[config.mk]
export PLATFORM = sky130hd
export DESIGN_NAME = ps2_key_tracker
export DESIGN_NICKNAME = d
export VERILOG_FILES = /design/src/rtl/ps2_pkg.sv /design/src/rtl/ps2_held_table.sv /design/src/rtl/ps2_key_tracker.sv
export SDC_FILE = /design/constraint.sdc
export NUM_CORES = 1
export LEC_CHECK = 0
export BUFFER_PORTS_ARGS = -buffer_cell sky130_fd_sc_hd__buf_2
export CAP_MARGIN = 0
export CORE_MARGIN = 2
export CORE_UTILIZATION = 35
export DETAILED_ROUTE_END_ITERATION = 8
export GPL_TIMING_DRIVEN = 0
export PLACE_DENSITY = 0.63
export SLEW_MARGIN = 10
export SYNTH_ARGS = -nofsm -noshare
export SYNTH_HDL_FRONTEND = slang
export SYNTH_SLANG_ARGS = --single-unit
[constraint.sdc]
create_clock -name clk -period 2.94 [get_ports clk]
set_input_delay 0.441 -clock clk [delete_from_list [all_inputs] [get_ports clk]]
set_output_delay 0.441 -clock clk [all_outputs]
set_load 0.1 [all_outputs]
[src/rtl/ps2_pkg.sv]
// ============================================================================
// Module : ps2_pkg
// Brief  : Shared PS/2 prefix codes, decoder state and held-key type.
//          PS2_KEY_ASCII_EN adds the scan_code2ascii helper.
// Rev    : 1.0
// ============================================================================
`default_nettype none

package ps2_pkg;

  localparam logic [7:0] PS2_BREAK = 8'hF0;
  localparam logic [7:0] PS2_EXT   = 8'hE0;

  typedef enum logic [1:0] {
    ST_IDLE    = 2'd0,
    ST_EXT     = 2'd1,
    ST_BRK     = 2'd2,
    ST_EXT_BRK = 2'd3
  } ps2_state_t;

  typedef struct packed {
    logic       ext;
    logic [7:0] code;
  } ps2_key_t;

`ifdef PS2_KEY_ASCII_EN
  // Scan-code set 2, unshifted letters/digits plus space and enter.
  function automatic logic [7:0] scan_code2ascii(input logic [7:0] code);
    case (code)
      8'h1C: return 8'h41;  8'h32: return 8'h42;  8'h21: return 8'h43;
      8'h23: return 8'h44;  8'h24: return 8'h45;  8'h2B: return 8'h46;
      8'h34: return 8'h47;  8'h33: return 8'h48;  8'h43: return 8'h49;
      8'h3B: return 8'h4A;  8'h42: return 8'h4B;  8'h4B: return 8'h4C;
      8'h3A: return 8'h4D;  8'h31: return 8'h4E;  8'h44: return 8'h4F;
      8'h4D: return 8'h50;  8'h15: return 8'h51;  8'h2D: return 8'h52;
      8'h1B: return 8'h53;  8'h2C: return 8'h54;  8'h3C: return 8'h55;
      8'h2A: return 8'h56;  8'h1D: return 8'h57;  8'h22: return 8'h58;
      8'h35: return 8'h59;  8'h1A: return 8'h5A;
      8'h45: return 8'h30;  8'h16: return 8'h31;  8'h1E: return 8'h32;
      8'h26: return 8'h33;  8'h25: return 8'h34;  8'h2E: return 8'h35;
      8'h36: return 8'h36;  8'h3D: return 8'h37;  8'h3E: return 8'h38;
      8'h46: return 8'h39;  8'h29: return 8'h20;  8'h5A: return 8'h0D;
      default: return 8'h00;
    endcase
  endfunction
`endif

endpackage

`default_nettype wire

[src/rtl/ps2_held_table.sv]
// ============================================================================
// Module : ps2_held_table
// Brief  : Small CAM of currently held {ext, code} keys; inserts into the
//          lowest free slot, removes on match, single-cycle update.
// Rev    : 1.0
// ============================================================================
`default_nettype none

module ps2_held_table
  import ps2_pkg::*;
#(
  parameter  int N_HELD = 4,
  localparam int HC_W   = $clog2(N_HELD + 1)
) (
  input  logic            clk,
  input  logic            clrn,
  input  ps2_key_t        key,
  input  logic            insert,
  input  logic            remove,
  output logic            hit,
  output logic [HC_W-1:0] count,
  output logic            full
);

  logic [N_HELD-1:0] w_valid;
  logic [N_HELD-1:0] w_match;
  logic [N_HELD-1:0] w_ins_sel;
  logic              w_found;

  always_comb begin
    w_ins_sel = '0;
    w_found   = 1'b0;
    for (int i = 0; i < N_HELD; i++) begin
      if (!w_valid[i] && !w_found) begin
        w_ins_sel[i] = 1'b1;
        w_found      = 1'b1;
      end
    end
  end

  genvar gi;
  generate
    for (gi = 0; gi < N_HELD; gi++) begin : g_slot
      logic     r_valid;
      ps2_key_t r_key;

      always_ff @(posedge clk or negedge clrn) begin
        if (!clrn) begin
          r_valid <= 1'b0;
          r_key   <= '0;
        end else if (insert && w_ins_sel[gi]) begin
          r_valid <= 1'b1;
          r_key   <= key;
        end else if (remove && w_match[gi]) begin
          r_valid <= 1'b0;
        end
      end

      assign w_valid[gi] = r_valid;
      assign w_match[gi] = r_valid && (r_key == key);
    end
  endgenerate

  always_comb begin
    count = '0;
    for (int i = 0; i < N_HELD; i++) begin
      count = count + HC_W'(w_valid[i]);
    end
  end

  assign hit  = |w_match;
  assign full = (count == HC_W'(N_HELD));

endmodule

`default_nettype wire

[src/rtl/ps2_key_tracker.sv]
// ============================================================================
// Module : ps2_key_tracker
// Brief  : PS/2 FIFO reader, make/break/E0 decoder and held-key tracker.
//          Define PS2_KEY_ASCII_EN to build the ascii lookup.
// Rev    : 1.0
// ============================================================================
`default_nettype none

module ps2_key_tracker
  import ps2_pkg::*;
#(
  parameter  int CNT_W  = 8,
  parameter  int N_HELD = 4,
  localparam int HC_W   = $clog2(N_HELD + 1)
) (
  input  logic             clk,
  input  logic             clrn,
  input  logic [7:0]       kb_data,
  input  logic             kb_ready,
  input  logic             kb_overflow,
  output logic             nextdata_n,
  output logic             key_valid,
  output logic [7:0]       key_code,
  output logic             key_ext,
  output logic             key_make,
  output logic [CNT_W-1:0] press_count,
  output logic [HC_W-1:0]  held_count,
  output logic             any_held,
  output logic             held_full,
  output logic             ovf_seen,
  output logic [7:0]       ascii
);

  ps2_state_t r_state;
  ps2_state_t w_cur;
  ps2_state_t w_next;
  ps2_key_t   w_key;
  logic       r_pop;
  logic       w_prefix;
  logic       w_evt;
  logic       w_evt_ext;
  logic       w_evt_make;
  logic       w_hit;
  logic       w_insert;
  logic       w_remove;

  // A pop is never followed directly by another, so a byte is never taken twice.
  always_ff @(posedge clk or negedge clrn) begin
    if (!clrn) r_pop <= 1'b0;
    else       r_pop <= kb_ready & ~r_pop;
  end

  assign nextdata_n = ~r_pop;

  assign w_cur    = kb_overflow ? ST_IDLE : r_state;
  assign w_prefix = (kb_data == PS2_BREAK) || (kb_data == PS2_EXT);

  always_ff @(posedge clk or negedge clrn) begin
    if (!clrn) r_state <= ST_IDLE;
    else       r_state <= w_next;
  end

  always_comb begin
    w_next = w_cur;
    if (r_pop) begin
      case (w_cur)
        ST_IDLE:    w_next = (kb_data == PS2_BREAK) ? ST_BRK :
                             (kb_data == PS2_EXT)   ? ST_EXT : ST_IDLE;
        ST_EXT:     w_next = (kb_data == PS2_BREAK) ? ST_EXT_BRK :
                             (kb_data == PS2_EXT)   ? ST_EXT : ST_IDLE;
        ST_BRK:     w_next = (kb_data == PS2_EXT)   ? ST_EXT_BRK :
                             (kb_data == PS2_BREAK) ? ST_BRK : ST_IDLE;
        ST_EXT_BRK: w_next = w_prefix ? ST_EXT_BRK : ST_IDLE;
        default:    w_next = ST_IDLE;
      endcase
    end
  end

  always_comb begin
    w_evt      = r_pop && !w_prefix;
    w_evt_ext  = (w_cur == ST_EXT) || (w_cur == ST_EXT_BRK);
    w_evt_make = (w_cur == ST_IDLE) || (w_cur == ST_EXT);
  end

  assign w_key    = {w_evt_ext, kb_data};
  // Repeats of a held key are typematic and neither counted nor re-stored.
  assign w_insert = w_evt && w_evt_make && !w_hit;
  assign w_remove = w_evt && !w_evt_make;

  ps2_held_table #(
    .N_HELD (N_HELD)
  ) u_table (
    .clk    (clk),
    .clrn   (clrn),
    .key    (w_key),
    .insert (w_insert),
    .remove (w_remove),
    .hit    (w_hit),
    .count  (held_count),
    .full   (held_full)
  );

  always_ff @(posedge clk or negedge clrn) begin
    if (!clrn) begin
      key_valid   <= 1'b0;
      key_code    <= 8'h00;
      key_ext     <= 1'b0;
      key_make    <= 1'b0;
      press_count <= '0;
      ovf_seen    <= 1'b0;
    end else begin
      key_valid <= w_evt;
      if (w_evt) begin
        key_code <= kb_data;
        key_ext  <= w_evt_ext;
        key_make <= w_evt_make;
      end
      if (w_insert)    press_count <= press_count + CNT_W'(1);
      if (kb_overflow) ovf_seen    <= 1'b1;
    end
  end

  assign any_held = (held_count != '0);

`ifdef PS2_KEY_ASCII_EN
  assign ascii = key_ext ? 8'h00 : scan_code2ascii(key_code);
`else
  assign ascii = 8'h00;
`endif

endmodule

`default_nettype wire

==> run summary <==
Status = finished clean
Synthesis-stage register bit count = 63
Sink Count = 63
Layout cell share with drive strength beyond 1 = 34.1%
Mean Syn Cell Area = 12.6 um^2
Largest area contributor in the netlist = dfrtp_1
Initial antenna violation count = 0
Pwr/cell area = 1020 nW/um^2
Vias in the first global route = 2093
Fin crit share = 95.4%
Clk buf depth = 2
Most frequent cells in the layout = dfrtp_1, xnor2_1, nand2_1, buf_2, mux2_4
DRC Markers = 0
Setup violations, final = 0
DRT iter0 DRCs = 61
Filler Cells Inserted = 876
Setup TNS = 0 ns
Post-detailed-placement half-perimeter wirelength = 4.22 mm
Vias/cell = 4.73
# H-tree levels = 3
Antenna-violating nets left = 0
# hold bufs at CTS = 0
Setup crit end kind = output pin
GRT Total Usage = 13.9%
First-pass GRT wire length = 10.7 mm
LEAKAGE = 1.78 nW
Fin. Hold Viols = 0
Port Buffers = 30
Via count = 2011
Post-Route WL = 6.18 mm
Pin count of the biggest net entering global routing = 64
Synthesized instance count = 259
Total grt overflow = 0
YS warnings = 0
RSZ-0062 raised after global routing = false
Routed WL per cell = 14.5 um
Total CTS buffers = 9
Register area share after synthesis = 48.3%
NumNets Final = 328
Skew-Pair Late Insertion Delay = 0.35 ns
Die X = 101 um
CTS tree = done
# placed instances = 408
Area contributors post-synth = dfrtp_1, xnor2_1, mux2_4
Layout Cells excl Fill = 425
Post-synth top area share = 48.3%
F_max = 357 MHz
ANT cells = 0
Slowest stage delay, CP = 0.44 ns
Worst reg-to-reg setup slack = 0.93 ns
Root Driver = clkbuf_8
Max-slew violation count = 0
Max IR drop VDD = 0.000720 V
Clk slew on worst S/H paths = 0.07 ns
Most common cell after layout, fill and taps aside = dfrtp_1
Initial Utilization = 35.7%
Synth-to-Final Area Change = 18.2%
Die height = 101 um
Required time worst endpoint = 2.50 ns
Final Critical Period = 2.80 ns
Library cells used by synthesis = 43
Worst EP arrival = 2.36 ns
Placeable Area = 9150 um^2
I/O pins = 46
Post-Syn Area = 3270 um^2
Routability Congestion = 0.773
Die Area = 10100 um^2
Worst path cell trace = ha_1 > inv_1 > fa_2 > ha_2 > nor3b_4 > buf_2
Worst hold-check path type = in2async
Reg2reg path depth = 8
Slowest stage cell, crit path = buf_2
Worst-path maximum fanout = 4
MaxCap Viol Count = 0
Setup Skew = 0.0121 ns
Crit start category = register
TritonRoute pass-1 iters = 4
Placement row count = 35
Worst Setup Path Type = reg2out
-- repair_timing --
action                     CTS  global route
setup buffers                1             1
resized for setup            3             3
setup endpoints to repair    1             1
-- registers in the layout, summed over array words and instances (netlist names) --
name,cells
key_code,8
key_ext,1
key_make,1
key_valid,1
ovf_seen,1
press_count,8
r_pop,1
r_state,2
u_table.g_slot.r_key,36
u_table.g_slot.r_valid,4
-- power breakdown --
group	internal (mW)	switching [mW]	total, mW
clock	0.392	0.354	0.746
combinational	0.627	1.20	1.83
sequential	1.14	0.216	1.35
-- final timing paths --
| check | start | endpoint |
|---|---|---|
| worst max-delay path | u_table.g_slot[0].r_valid | held_full |
| worst min-delay path | clrn | press_count[7] |
| worst max register to register | r_state[0] | u_table.g_slot[2].r_key[2] |
| worst min register to register | ovf_seen | ovf_seen |
| min in group clk | kb_ready | r_pop |
| max in group asynchronous | clrn | u_table.g_slot[1].r_key[0] |
-- cell type report --
cell class              instances  area [um^2]  area share [%]
flip-flops and latches         63         1580            40.9
multi-input cells             177         1540            39.8
repair buffers                 33          210            5.45
plain buffers                  22          185            4.80
well taps                     111          139            3.60
clock buffers                   9          124            3.21
clock inverters                 6         71.3            1.85
inverters                       4         15.0           0.389
-- layer usage --
layer / up-vias / wire length (um) / track usage [%]
met3: 7 / 285 / 4.79
li1: 961 / - / -
met2: 46 / 2850 / 21.2
met4: 0 / 63 / 4.85
met1: 997 / 2990 / 18.5
met5: - / 0 / 0
-- cell families after synthesis --
family	count (synthesis)	synth area share, %
other cells	1	0.115
xor+xnor	43	11.8
simple gates	74	14.0
compound gates	9	2.26
flops	63	48.3
mux	37	14.9
fa+ha+maj	6	2.53
buf+inv	26	6.13
-- stage by stage --
step | utilization (%) | power, mW | cell area (um^2) | hold slack [ns] | setup WS [ns]
6_report | 42.2 | 3.93 | 3860 | 0.0759 | 0.136
3_3_place_gp | 39.3 | 3.12 | 3600 | 0.447 | 0.307
2_1_floorplan | - | 2.91 | 3310 | 0.145 | 0.0570
5_1_grt | 42.2 | 4.15 | 3860 | 0.0945 | 0.0564
4_1_cts | 41.9 | 3.95 | 3840 | 0.0834 | 0.00564
3_5_place_dp | 39.6 | 3.16 | 3630 | 0.449 | 0.316
-- worst max-delay path, delay by kind of cell, from the launching register on --
kind | cells | cell delay [ns]
adders and majority gates | 3 | 0.93
buffers and inverters | 2 | 0.50
and+or+nand+nor | 1 | 0.15
DFF | 1 | 0.43
-- cell usage after synthesis (all sizes together) --
| cell type | instances |
|---|---|
| a21o | 1 |
| a21oi | 1 |
| a22o | 1 |
| a2bb2oi | 1 |
| and2 | 2 |
| and2b | 1 |
| and3 | 3 |
| and4 | 3 |
| buf | 21 |
| clkbuf | 1 |
| conb | 1 |
| dfrtp | 63 |
| fa | 1 |
| ha | 5 |
| inv | 4 |
| mux2 | 37 |
| nand2 | 31 |
| nand2b | 2 |
| nand3 | 9 |
| nand3b | 1 |
| nand4 | 6 |
| nand4b | 2 |
| nor2 | 5 |
| nor2b | 1 |
| nor3 | 1 |
| nor3b | 1 |
| nor4 | 4 |
| o21ai | 2 |
| o22a | 2 |
| o41ai | 1 |
| or2 | 1 |
| or3 | 1 |
| xnor2 | 42 |
| xor2 | 1 |
No activity file was read; power rests on OpenSTA's default activity.
